===== src/rtl/panda_mmio.sv =====
// panda_mmio: memory-mapped peripheral responder on the core data port.
// Provides a 64-bit machine timer with compare interrupt, a byte console TX FIFO
// and a TOHOST halt/exit-code register. Read timing matches the data RAM: rdata_o
// is registered every edge from addr_i, returning the state before that edge's writes.
//
// Ports:
//   clk_i, rst_ni      clock, asynchronous active-low reset
//   sel_i              decoder hit; qualifies we_i
//   addr_i[4:0]        byte address, bits[4:2] select register
//   wdata_i[31:0]      write data
//   we_i[3:0]          per-byte write enables
//   rdata_o[31:0]      registered read data
//   tx_data_o[7:0]     FIFO head byte
//   tx_valid_o         FIFO not empty
//   tx_ready_i         sink accepts head byte
//   timer_irq_o        registered mtime >= mtimecmp
//   halt_o             sticky halt, set by TOHOST write
//   exit_code_o[30:0]  TOHOST write data[31:1]
module panda_mmio #(
    parameter int unsigned FifoDepth = 8,
    parameter int unsigned TickDiv   = 1
) (
    input  logic        clk_i,
    input  logic        rst_ni,
    input  logic        sel_i,
    input  logic [4:0]  addr_i,
    input  logic [31:0] wdata_i,
    input  logic [3:0]  we_i,
    output logic [31:0] rdata_o,
    output logic [7:0]  tx_data_o,
    output logic        tx_valid_o,
    input  logic        tx_ready_i,
    output logic        timer_irq_o,
    output logic        halt_o,
    output logic [30:0] exit_code_o
);

    localparam int unsigned PtrW = $clog2(FifoDepth);
    localparam int unsigned CntW = PtrW + 1;
    localparam int unsigned PreW = (TickDiv > 1) ? $clog2(TickDiv) : 1;

    function automatic logic [31:0] merge_bytes(input logic [31:0] old_v,
                                                input logic [31:0] new_v,
                                                input logic [3:0]  be);
        logic [31:0] r;
        r = old_v;
        for (int i = 0; i < 4; i++) begin
            if (be[i]) r[8*i +: 8] = new_v[8*i +: 8];
        end
        return r;
    endfunction

    logic [3:0]  wr_lane;
    logic [2:0]  reg_sel;
    logic        mt_lo_wr, mt_hi_wr, cmp_lo_wr, cmp_hi_wr;
    logic        push_req, push_ok, pop, ovf_clr;
    logic        tohost_wr;

    logic [63:0]     mtime_q, mtime_d;
    logic [63:0]     mtimecmp_q, mtimecmp_d;
    logic [PreW-1:0] presc_q, presc_d;
    logic            irq_q;
    logic [PtrW-1:0] wptr_q, wptr_d, rptr_q, rptr_d;
    logic [CntW-1:0] count_q, count_d;
    logic            ovf_q, ovf_d;
    logic            halt_q, halt_d;
    logic [30:0]     exit_q, exit_d;
    logic [31:0]     rdata_q, rdata_d;
    logic [7:0]      mem_q [FifoDepth];
    logic            fifo_full, fifo_empty;

    assign wr_lane   = sel_i ? we_i : 4'b0000;
    assign reg_sel   = addr_i[4:2];
    assign mt_lo_wr  = (reg_sel == 3'd0) && (|wr_lane);
    assign mt_hi_wr  = (reg_sel == 3'd1) && (|wr_lane);
    assign cmp_lo_wr = (reg_sel == 3'd2) && (|wr_lane);
    assign cmp_hi_wr = (reg_sel == 3'd3) && (|wr_lane);
    assign push_req  = (reg_sel == 3'd4) && wr_lane[0];
    assign ovf_clr   = (reg_sel == 3'd5) && wr_lane[0] && wdata_i[2];
    assign tohost_wr = (reg_sel == 3'd6) && wr_lane[0];

    assign fifo_full  = (count_q == CntW'(FifoDepth));
    assign fifo_empty = (count_q == '0);
    assign pop        = !fifo_empty && tx_ready_i;
    // A full FIFO still takes a push when the head leaves in the same cycle.
    assign push_ok    = push_req && (!fifo_full || pop);

    // Timer: a write to either MTIME word suppresses the increment and restarts the prescaler.
    always_comb begin
        mtime_d    = mtime_q;
        presc_d    = presc_q;
        mtimecmp_d = mtimecmp_q;
        if (mt_lo_wr || mt_hi_wr) begin
            if (mt_lo_wr) mtime_d[31:0]  = merge_bytes(mtime_q[31:0], wdata_i, wr_lane);
            if (mt_hi_wr) mtime_d[63:32] = merge_bytes(mtime_q[63:32], wdata_i, wr_lane);
            presc_d = '0;
        end else if (presc_q == PreW'(TickDiv - 1)) begin
            presc_d = '0;
            mtime_d = mtime_q + 64'd1;
        end else begin
            presc_d = presc_q + 1'b1;
        end
        if (cmp_lo_wr) mtimecmp_d[31:0]  = merge_bytes(mtimecmp_q[31:0], wdata_i, wr_lane);
        if (cmp_hi_wr) mtimecmp_d[63:32] = merge_bytes(mtimecmp_q[63:32], wdata_i, wr_lane);
    end

    always_comb begin
        wptr_d  = wptr_q;
        rptr_d  = rptr_q;
        count_d = count_q;
        ovf_d   = ovf_q;
        if (push_ok) wptr_d = wptr_q + 1'b1;
        if (pop)     rptr_d = rptr_q + 1'b1;
        if (push_ok && !pop)      count_d = count_q + 1'b1;
        else if (!push_ok && pop) count_d = count_q - 1'b1;
        if (ovf_clr)                   ovf_d = 1'b0;
        else if (push_req && !push_ok) ovf_d = 1'b1;
    end

    always_comb begin
        halt_d = halt_q;
        exit_d = exit_q;
        if (tohost_wr && wdata_i[0] && !halt_q) begin
            halt_d = 1'b1;
            exit_d = wdata_i[31:1];
        end
    end

    // Read-first: every source is the pre-edge register state.
    always_comb begin
        rdata_d = '0;
        case (reg_sel)
            3'd0:    rdata_d = mtime_q[31:0];
            3'd1:    rdata_d = mtime_q[63:32];
            3'd2:    rdata_d = mtimecmp_q[31:0];
            3'd3:    rdata_d = mtimecmp_q[63:32];
            3'd5:    rdata_d = {16'h0, 8'(count_q), 5'h0, ovf_q, fifo_empty, fifo_full};
            3'd6:    rdata_d = {exit_q, halt_q};
            default: rdata_d = '0;
        endcase
    end

    always_ff @(posedge clk_i or negedge rst_ni) begin
        if (!rst_ni) begin
            mtime_q    <= '0;
            mtimecmp_q <= '1;
            presc_q    <= '0;
            irq_q      <= 1'b0;
            wptr_q     <= '0;
            rptr_q     <= '0;
            count_q    <= '0;
            ovf_q      <= 1'b0;
            halt_q     <= 1'b0;
            exit_q     <= '0;
            rdata_q    <= '0;
        end else begin
            mtime_q    <= mtime_d;
            mtimecmp_q <= mtimecmp_d;
            presc_q    <= presc_d;
            irq_q      <= (mtime_q >= mtimecmp_q);
            wptr_q     <= wptr_d;
            rptr_q     <= rptr_d;
            count_q    <= count_d;
            ovf_q      <= ovf_d;
            halt_q     <= halt_d;
            exit_q     <= exit_d;
            rdata_q    <= rdata_d;
        end
    end

    // Storage needs no reset: the head is masked whenever the FIFO is empty.
    always_ff @(posedge clk_i) begin
        if (push_ok) mem_q[wptr_q] <= wdata_i[7:0];
    end

    assign rdata_o     = rdata_q;
    assign tx_valid_o  = !fifo_empty;
    assign tx_data_o   = fifo_empty ? 8'h00 : mem_q[rptr_q];
    assign timer_irq_o = irq_q;
    assign halt_o      = halt_q;
    assign exit_code_o = exit_q;

endmodule


===== config.mk =====
export PLATFORM = sky130hd
export DESIGN_NAME = panda_mmio
export DESIGN_NICKNAME = d
export VERILOG_FILES = /design/src/rtl/panda_mmio.sv
export SDC_FILE = /design/constraint.sdc
export NUM_CORES = 1
export LEC_CHECK = 0
export ABC_AREA = 1
export BUFFER_PORTS_ARGS = -buffer_cell sky130_fd_sc_hd__buf_2
export CAP_MARGIN = 0
export CELL_PAD_IN_SITES_DETAIL_PLACEMENT = 1
export CELL_PAD_IN_SITES_GLOBAL_PLACEMENT = 2
export CORE_MARGIN = 3
export CORE_UTILIZATION = 36
export DETAILED_ROUTE_END_ITERATION = 8
export PLACE_DENSITY = 0.9
export SLEW_MARGIN = 15
export SYNTH_ARGS = -nofsm -noshare
export SYNTH_HDL_FRONTEND = slang
export SYNTH_SLANG_ARGS = --single-unit

===== constraint.sdc =====
create_clock -name clk_i -period 2.79 [get_ports clk_i]
set_clock_uncertainty 0.05 [all_clocks]
set_input_delay 0.6975 -clock clk_i [delete_from_list [all_inputs] [get_ports clk_i]]
set_output_delay 0.6975 -clock clk_i [all_outputs]
set_load 0.02 [all_outputs]

After elaboration in Yosys (flattened, before gate mapping)
Memories as Yosys holds them, arrays and structs flattened. Index checks and enable logic that the tools add are counted.

RAM bits: 64. Memories kept: 1. Output and inout port bits: 74. Bits in registers: 205.

Add/subtract/negate cells: 6. Muxes and demuxes: 19. Magnitude comparators: 1. Reduce and logical (&&, ||, !) cells: 43. Equality and inequality tests: 14.

Memory list: mem_q (words 8, width 8, read ports 1, clocked after Yosys merged registers in 0, wr ports 1, line 69) `logic [7:0] mem_q [FifoDepth];`.

Operators by type and width (count): 32-bit case mux with 6 select lines (1); 64-bit 2-to-1 mux (2); 64-bit by 1-bit adder with 64-bit output, second input constant (1); 64-bit greater-or-equal comparator (1); 32-bit 2-to-1 mux (2); 8-bit 2-to-1 mux (5); 3-bit AND reduction (8); 2-bit AND reduction (8); 1-bit logical AND (15); 4-bit 2-to-1 mux (3); 2-bit != test, second input constant (6); 3-bit == test, second input constant (3); 3-bit by 1-bit adder with 3-bit output, second input constant (2); 3-bit by 2-bit == test with 1-bit output, second input constant (2); 1-bit 2-to-1 mux (6); 1-bit logical NOT (5); 4-bit by 1-bit adder with 4-bit output, second input constant (1); 4-bit == test, second input constant (1); 4-bit logical NOT (1); 2-bit nonzero test (2); 4-bit OR reduction (1); 4-bit by 1-bit subtractor with 4-bit output, second input constant (1); 3-bit by 1-bit == test with 1-bit output, second input constant (1); 3-bit logical NOT (1); 3 further kinds (4).

Depth between registers and ports, before layout
Gate-level depths: netlist of run 1.

Depth in word-level cells: 9. Depth in mapped cells: 15. Mapped depth without buffers: 15.

Worst setup path before layout of run 1
Ideal clock, no wire load.

Kind: input -> register. Start point: input port addr_i[4]. End point: register count_q[3]. Setup slack: -0.020 ns. Stages: 15. Data arrival time: 2.635 ns. Data required time: 2.615 ns. Path through: clkbuf_2 > inv_1 > nor4_1 > nand2_1 > inv_1 > ha_1 > inv_1 > ha_1 > nand2_1 > nor2_1 > a211oi_1 > nand2_1 > nand2_1 > nor2_1 > xor2_1.

Longest elaborated chain between the ends: 6. Elaborated cells on any way between the ends: 8. Classes of those cells: 1 x eq/ne; 1 x mux; 6 x reduce/logical.

RTL lines: from (decl) (line 26) `input logic [4:0] addr_i,`; 3-bit == test * (line 78) `assign push_req = (reg_sel == 3'd4) && wr_lane[0];`; 1-bit logical AND * (line 78); 1-bit logical AND * (line 86) `assign push_ok = push_req && (!fifo_full || pop);`; named net push_ok (line 56) `logic push_req, push_ok, pop, ovf_clr;`; 1-bit logical NOT (line 115) `else if (!push_ok && pop) count_d = count_q - 1'b1;`; 1-bit logical AND (line 115); 2-bit nonzero test (no source line); to (signal assigned) (line 163) `count_q <= count_d;`; to (decl) (line 64) `logic [CntW-1:0] count_q, count_d;`.

Mark *: on every way through the listed nets, which the timed path passes. The rest lies on a longest branch. A chain may end at the register's enable or synchronous reset.

Worst setup path after layout of run 1
Start point: register rptr_q[0]. End point: output port tx_data_o[4].

Longest elaborated chain between the ends: 2.

RTL lines: from (decl) (line 63) `logic [PtrW-1:0] wptr_q, wptr_d, rptr_q, rptr_d;`; from (signal assigned) (line 162) `rptr_q <= rptr_d;`; memory 8 x 8 bit; 8-bit 2-to-1 mux (line 178) `assign tx_data_o = fifo_empty ? 8'h00 : mem_q[rptr_q];`; to (decl) (line 30) `output logic [7:0] tx_data_o,`.

No other way between the ends.

==> impl_metrics.ini, run 1 <==
[clock_network]
root_buffer = clkbuf_16
cts.reportedPaths.clkPinSlew_ns = 0.06
cts_sinks = 268
htreeDepth = 2
worstSkewPairLatency_ns = 0.55
cts_max_path_buffers = 3
cts_hold_buf = 0
cts_tree = built
numCtsBuffers = 34

[timing]
hold_viol = 0
setup_violations = 0
worstMarginPinSlew_ns = 0.643
drv_slew = 0
rsz0062_at_grt = true
min_period_over_period_pct = 98.8
hold_ws_ns = 0.111
fmax_mhz = 363
layout_min_cycle_time_ns = 2.76
relSlewSlack_pct = 57.1

[worst_setup_path]
worstPathRequired_ns = 2.04
cpMostUsedCell = nor2_1
end_kind = primary output
reg2reg_from = count_q[0]
crit_chain = inv_4 > buf_6 > nor2_1 > o32ai_1 > o21ai_0 > nor2_1 > buf_4
worstReg2RegEnd = count_q[3]
r2r_slack_ns = 0.13
r2r_cells = 15
slowest_stage = dfrtp_2
max_stage_delay_ns = 0.45
path_max_fanout = 14
crit_arrival_ns = 2.01
critical-path-top-delay-family = flip-flops
worst-path-buf-inv = 3
critPathKind = reg -> out
cp_num_cells = 7
start_kind = flop

[placed_design]
portBuffers = 116
place_inst = 2549
placed_cell_area_um2 = 16700
gp_congestion = 0.918
hpwl_um = 42400

[yosys]
ys_ff_latch = 268
ys_types = 44
yosysWarnings = 0
syn_inst = 1879
syn_area_per_cell_um2 = 7.99
yosysSeqAreaShare_pct = 47.3
syn-cell-area_um2 = 15000
synth_nets = 1995

[grt]
track_usage_pct = 25.5
antenna_found_initial = 1
gr-total-overflow = 0
grt_first_pass_wirelength_um = 86900
grt_pass1_vias = 14888
grt_max_degree = 75

[floorplanning]
core_region_area_um2 = 41000
num_rows = 74
die_h_um = 210
initial_core_util_pct = 36.6
dieArea_um2 = 44200
die_width_um = 210
ios = 119

[layout]
layout_common_cells = nand2_1, nor2_1, inv_1
drive_above_1_share_pct = 16.8
final_util_pct = 43.9
syn_to_final_growth_pct = 20.0
design_area_um2 = 18000
layout_commonest_cell = nand2_1
antennaDiodeCount = 0
fin_cells = 2613
layout.nets = 2173

[routing]
routedWlPerCell_um = 21.5
viasPerCell = 5.35
dr_total_vias = 13974
dr.pass1.iters = 5
ant_nets = 0
drtIter0Drc = 941
drc_errors = 0
finalWirelength_um = 56200

[power_and_ir_drop]
leakage_nw = 8.24
peakVddDrop_mv = 0.485
power.density_nw_per_um2 = 821

[job]
cap_violations = 0

[worst_hold_path]
min_path_type = in -> async

[status]
status = completed
[cell usage after synthesis (all sizes together)]
library cell | count | area, µm²
a31oi | 1 | 6.26
mux2 | 1 | 11.3
nor4 | 3 | 18.8
xor2 | 25 | 219
nand3b | 3 | 22.5
clkbuf | 33 | 125
nor2 | 274 | 1070
a21o | 2 | 15.0
o21ai | 180 | 905
a211oi | 1 | 7.51
nand3 | 62 | 315
nand2 | 486 | 1830
or3 | 2 | 12.5
a21oi | 78 | 390
xnor2 | 9 | 78.8
a22oi | 36 | 270
buf | 17 | 92.6
o2111ai | 3 | 26.3
o32ai | 16 | 140
clkinv | 2 | 7.51
inv | 217 | 815
fa | 1 | 20.0
nand4 | 21 | 131
dfrtp | 140 | 3500
or2 | 1 | 6.26
o211ai | 10 | 75.1
o221ai | 23 | 201
edfxtp | 64 | 1920
dfstp | 64 | 1680
ha | 70 | 876
nor3 | 19 | 118
o22ai | 15 | 93.8
[routing by layer]
| layer | routed length (µm) | track usage, % | vias to the layer above | share of wire [%] |
|---|---|---|---|---|
| met3 | 2430 | 3.96 | 105 | 4.3 |
| met1 | 24300 | 32.8 | 6947 | 43 |
| met4 | 1900 | 8.53 | 2 | 3.4 |
| li1 | - | - | 6610 | - |
| met5 | 10 | 0 | - | 0.018 |
| met2 | 27500 | 44.0 | 310 | 49 |
[flip-flops by register name (all words and copies together) (netlist names), 3 cells and up]
signal	cells
mem_q	64
rdata_o	32
rptr_q	3
exit_code_o	31
count_q	4
mtime_q	64
wptr_q	3
mtimecmp_q	64
[where the power goes]
group	switching (mW)	internal [mW]	leakage [nW]	total, mW
Clock	1.81	2.71	0.549	4.52
Combinational	2.96	1.77	4.57	4.73
Sequential	0.764	4.78	3.11	5.54
Total	5.54	9.26	8.24	14.8
[how the worst max path moves through the flow]
stage / end / start
finish: tx_data_o[4] / rptr_q[0]
global route: tx_data_o[4] / rptr_q[0]
CTS: tx_data_o[7] / rptr_q[0]
detailed placement: count_q[3] / sel_i
global placement: count_q[3] / sel_i
floorplan: count_q[3] / addr_i[4]
[cell type report]
type / count / area [µm²]
clock buffer: 41 / 908
clock inverter: 19 / 225
fill: 4941 / 23000
inverter: 219 / 825
multi-input combinational: 1342 / 6960
sequential: 268 / 7110
tap: 532 / 666
timing repair buffer: 192 / 1330
[cell families after synthesis]
kind of cell    after synthesis  share of synthesized area (%)
simple gates                871                           23.5
compound gates              365                           14.2
buf+inv                     269                           6.93
flops                       268                           47.3
fa+ha+maj                    71                           5.97
xor+xnor                     34                           1.98
mux                           1                         0.0750
[per-stage QoR]
step	power, mW	setup slack [ns]	TNS [ns]
finish	14.8	0.0323	0
global route	15.7	-0.107	-0.222
CTS	14.7	0.00372	0
detailed placement	9.97	-0.242	-0.242
global placement	9.69	-0.0644	-0.0644
floorplan	8.20	0.0303	0
[repair_timing]
| item | in CTS | in global routing |
|---|---|---|
| buffers inserted | 3 | 1 |
| resized for setup | 11 | 28 |
| setup endpoints to repair | 4 | 9 |
| endpoints found under the hold margin | 0 | 0 |
| pin swaps | 3 | 10 |
Power figures use the tool's default switching activity.
==> inputs of run 2 (changes only) <==
Settings changed: REMOVE_ABC_BUFFERS from default to 1.
==> impl_metrics.ini, run 2 (synthesis gave the netlist of run 1 again) <==
[worst_setup_path]
critical-path-top-delay-family = buffers and inverters
worst-path-buf-inv = 3
slowest_stage = dfrtp_1
reg2reg_from = count_q[1]
r2r_cells = 15
worstPathRequired_ns = 2.04
worstReg2RegEnd = count_q[3]
cpMostUsedCell = nor2_1
path_max_fanout = 22
crit_chain = inv_2 > buf_12 > nor2_1 > o32ai_1 > o21ai_0 > nor2_1 > buf_2
r2r_slack_ns = 0.27
critPathKind = reg -> out
startpoint = rptr_q[0]
max_stage_delay_ns = 0.40
start_kind = flop
cp_num_cells = 7
crit_arrival_ns = 1.94
critPathCapture = tx_data_o[1]
end_kind = primary output

[clock_network]
cts_max_path_buffers = 3
cts_sinks = 268
htreeDepth = 2
postCtsSetupBuffers = 0
cts_tree = built
cts.reportedPaths.clkPinSlew_ns = 0.05
root_buffer = clkbuf_16
worstSkewPairLatency_ns = 0.55
numCtsBuffers = 34

[layout]
layout.nets = 2171
final_util_pct = 43.7
layout_common_cells = nand2_1, nor2_1, inv_1
top_regs = mem_q x64, mtime_q x64, mtimecmp_q x64
fin_cells = 2613
drive_above_1_share_pct = 16.0
syn_to_final_growth_pct = 19.3
antennaDiodeCount = 0
layout_commonest_cell = nand2_1

[power_and_ir_drop]
leakage_nw = 8.20
power.density_nw_per_um2 = 809
peakVddDrop_mv = 0.367

[timing]
relSlewSlack_pct = 57.0
setup_violations = 0
hold_viol = 0
hold_ws_ns = 0.0510
fin_setup_tns_ns = 0
fmax_mhz = 372
drv_slew = 0
worstMarginPinSlew_ns = 0.641
min_period_over_period_pct = 96.4
rsz0062_at_grt = true
layout_min_cycle_time_ns = 2.69

[routing]
ant_nets = 0
drtIter0Drc = 788
viasPerCell = 5.33
finalWirelength_um = 54200
routedWlPerCell_um = 20.7
dr.pass1.iters = 6
dr_total_vias = 13929
drc_errors = 0

[floorplanning]
num_rows = 74
die_width_um = 210
die_h_um = 210
dieArea_um2 = 44200
initial_core_util_pct = 36.6
ios = 119
core_region_area_um2 = 41000

[status]
status = completed

[grt]
grt_pass1_vias = 14917
track_usage_pct = 24.8
grt_first_pass_wirelength_um = 85500
antenna_found_initial = 0
grt_max_degree = 61
gr-total-overflow = 0

[placed_design]
place_inst = 2551
hpwl_um = 41900
gp_congestion = 0.912
portBuffers = 116

[job]
cap_violations = 0

[worst_hold_path]
min_path_type = in -> async
[run 2: worst min-delay path by stage]
stage	startpoint	endpoint	slack [ns]	depth (start not counted)
final	rst_ni	exit_code_o[25]	0.05	1
after global routing	rst_ni	exit_code_o[25]	0.07	1
after CTS	rst_ni	mtime_q[24]	0.06	1
after detailed placement	mtimecmp_q[53]	mtimecmp_q[53]	0.43	2
after global placement	mtimecmp_q[53]	mtimecmp_q[53]	0.41	2
after floorplan	rst_ni	count_q[0]	0.35	0
[run 2: area by class of cell]
cell class	instances	area [µm²]
Clock buffer	48	963
Clock inverter	14	188
Fill cell	5026	23100
Inverter	219	822
Multi-Input combinational cell	1342	6890
Sequential cell	268	7110
Tap cell	532	666
Timing Repair Buffer	190	1270
[run 2: stage by stage]
stage,total power [mW],instance area (µm²),worst slack [ns]
floorplan,8.14,14800,-0.242
global placement,9.71,16700,-0.130
detailed placement,9.96,16700,-0.169
CTS,14.6,17900,0.00910
global route,15.5,17900,-0.0371
finish,14.5,17900,0.100
[run 2: per-layer routing]
| metal | vias to the layer above | part of all wire (%) | global-route usage [%] | routed length [µm] |
|---|---|---|---|---|
| met1 | 6987 | 44 | 31.7 | 23700 |
| met2 | 271 | 50 | 44.5 | 27100 |
| met5 | - | 0 | 0 | 0 |
| met3 | 82 | 3.5 | 2.62 | 1910 |
| met4 | 0 | 2.7 | 7.11 | 1460 |
| li1 | 6589 | - | - | - |
[run 2: where the power goes]
part           internal (mW)  switching (mW)  leakage (nW)
registers               4.78           0.738          3.12
clock network           2.72            1.80         0.559
logic                   1.61            2.84          4.52
[run 2: repair_timing]
action,4_1_cts,5_1_grt
pin swaps,0,0
hold buffers,0,0
gates resized for setup,1,8
endpoints found under the setup margin,5,9
hold endpoints to repair,0,0
[run 2: worst reg2reg max path: cells and delay by family, from the launching register on]
family | cells | cell delay (ns)
adders and majority gates | 2 | 0.49
buffers and inverters | 3 | 0.34
AOI/OAI and AO/OA | 1 | 0.19
DFF | 1 | 0.44
and+or+nand+nor | 8 | 0.77
xor gates and xnor gates | 1 | 0.14
==> inputs of run 3 (changes only) <==
Settings changed: MAX_ROUTING_LAYER from default to met4.
==> impl_metrics.ini, run 3 (synthesis gave the netlist of run 1 again) <==
[worst_setup_path]
worstPathRequired_ns = 2.04
critical-path-top-delay-family = compound AO/OA/AOI/OAI gates
crit_arrival_ns = 2.03
max_stage_delay_ns = 0.44
reg2reg_from = count_q[1]
crit_chain = buf_8 > o21ai_0 > o32ai_2 > o21ai_1 > nor2_1 > buf_4
critPathKind = reg -> out
end_kind = primary output
worst-path-buf-inv = 2
slowest_stage = dfrtp_2
startpoint = rptr_q[0]
start_kind = flop
path_max_fanout = 21

[routing]
drtIter0Drc = 726
finalWirelength_um = 54600
dr_total_vias = 13856
drc_errors = 0
dr.pass1.iters = 5
viasPerCell = 5.30
routedWlPerCell_um = 20.9
ant_nets = 0

[layout]
multiInputGateArea_um2 = 6940
fin_cells = 2614
layout.nets = 2173
final_util_pct = 44.0
layout_common_cells = nand2_1, nor2_1, inv_1
syn_to_final_growth_pct = 20.2
fillers = 4935
drive_above_1_share_pct = 16.6
antennaDiodeCount = 0
regArea_um2 = 7110
layout_commonest_cell = nand2_1
top_regs = mem_q x64, mtime_q x64, mtimecmp_q x64

[floorplanning]
core_region_area_um2 = 41000
dieArea_um2 = 44200
initial_core_util_pct = 36.6
die_h_um = 210
ios = 119
die_width_um = 210
num_rows = 74

[timing]
fmax_mhz = 359
setup_ws_ns = 0.00810
worstMarginPinSlew_ns = 0.594
drv_slew = 0
setup_violations = 0
hold_viol = 0
min_period_over_period_pct = 99.7
relSlewSlack_pct = 60.1
layout_min_cycle_time_ns = 2.78

[clock_network]
cts_tree = built
htreeDepth = 1
cts_hold_buf = 0
root_buffer = clkbuf_16
worstSkewPairLatency_ns = 0.59
cts.reportedPaths.clkPinSlew_ns = 0.06
cts_max_path_buffers = 3
numCtsBuffers = 31
cts_sinks = 268

[placed_design]
place_inst = 2554
portBuffers = 116
gp_congestion = 0.953
dp_worst_setup_slack_ns = -0.215
hpwl_um = 42100

[grt]
grt_max_degree = 72
track_usage_pct = 25.2
gr-total-overflow = 0
antenna_found_initial = 0
grt_first_pass_wirelength_um = 84400
grt_pass1_vias = 14856

[power_and_ir_drop]
power.density_nw_per_um2 = 830
peakVddDrop_mv = 0.506
leakage_nw = 8.26

[worst_hold_path]
min_path_type = in -> async

[status]
status = completed

[job]
cap_violations = 0
## run 3: changes by cell type in the layout (fill, tap and decap cells not counted), sizes merged
cell / delta
buf: +3
bufinv: +7
clkbuf: -5
clkinv: -2
inv: -2
## run 3: per-layer routing
metal  GRT usage (%)  wire, µm
met5               -         0
met3            3.14      2150
met1            30.8     23400
met4            8.18      1940
met2            43.5     27100
## run 3: report_power, final
| group | internal, mW | leakage [nW] | total, mW | switching (mW) |
|---|---|---|---|---|
| Clock | 3.02 | 0.572 | 4.75 | 1.73 |
| Sequential | 4.78 | 3.11 | 5.52 | 0.744 |
| Combinational | 1.76 | 4.57 | 4.71 | 2.95 |
## run 3: through the flow
stage / instance area (µm²) / TNS, ns / total power [mW] / hold slack (ns)
floorplan: 14800 / -7.58 / 8.14 / 0.352
global placement: 16700 / -0.123 / 9.72 / 0.415
detailed placement: 16700 / -0.215 / 9.99 / 0.420
CTS: 17900 / -0.0471 / 14.8 / 0.0355
global route: 18100 / -0.372 / 16.0 / 0.0588
finish: 18100 / 0 / 15.0 / 0.0510
## run 3: layout make-up
cell class / instances / share of cell area (%)
inverter: 219 / 4.58
sequential: 268 / 39.4
clock inverter: 17 / 1.94
tap: 532 / 3.69
clock buffer: 41 / 4.62
multi-input combinational: 1342 / 38.5
timing repair buffer: 195 / 7.35
## run 3: path summary, 6_finish.rpt
path,slack (ns),cells after the start,end
hold reg to reg,0.43,2,mtimecmp_q[53]
setup / recovery,0.008,6,tx_data_o[0]
min in group clk_i,0.32,3,mtime_q[15]
max in group asynchronous,1.92,2,mtimecmp_q[34]
setup reg to reg,0.22,15,count_q[3]
hold / removal,0.05,1,exit_code_o[25]
## run 3: timing repair
item | 4_1_cts | 5_1_grt
gates cloned | 0 | 2
setup buffers | 0 | 0
gates resized for setup | 3 | 32
endpoints found under the setup margin | 5 | 9
pin swaps | 0 | 2
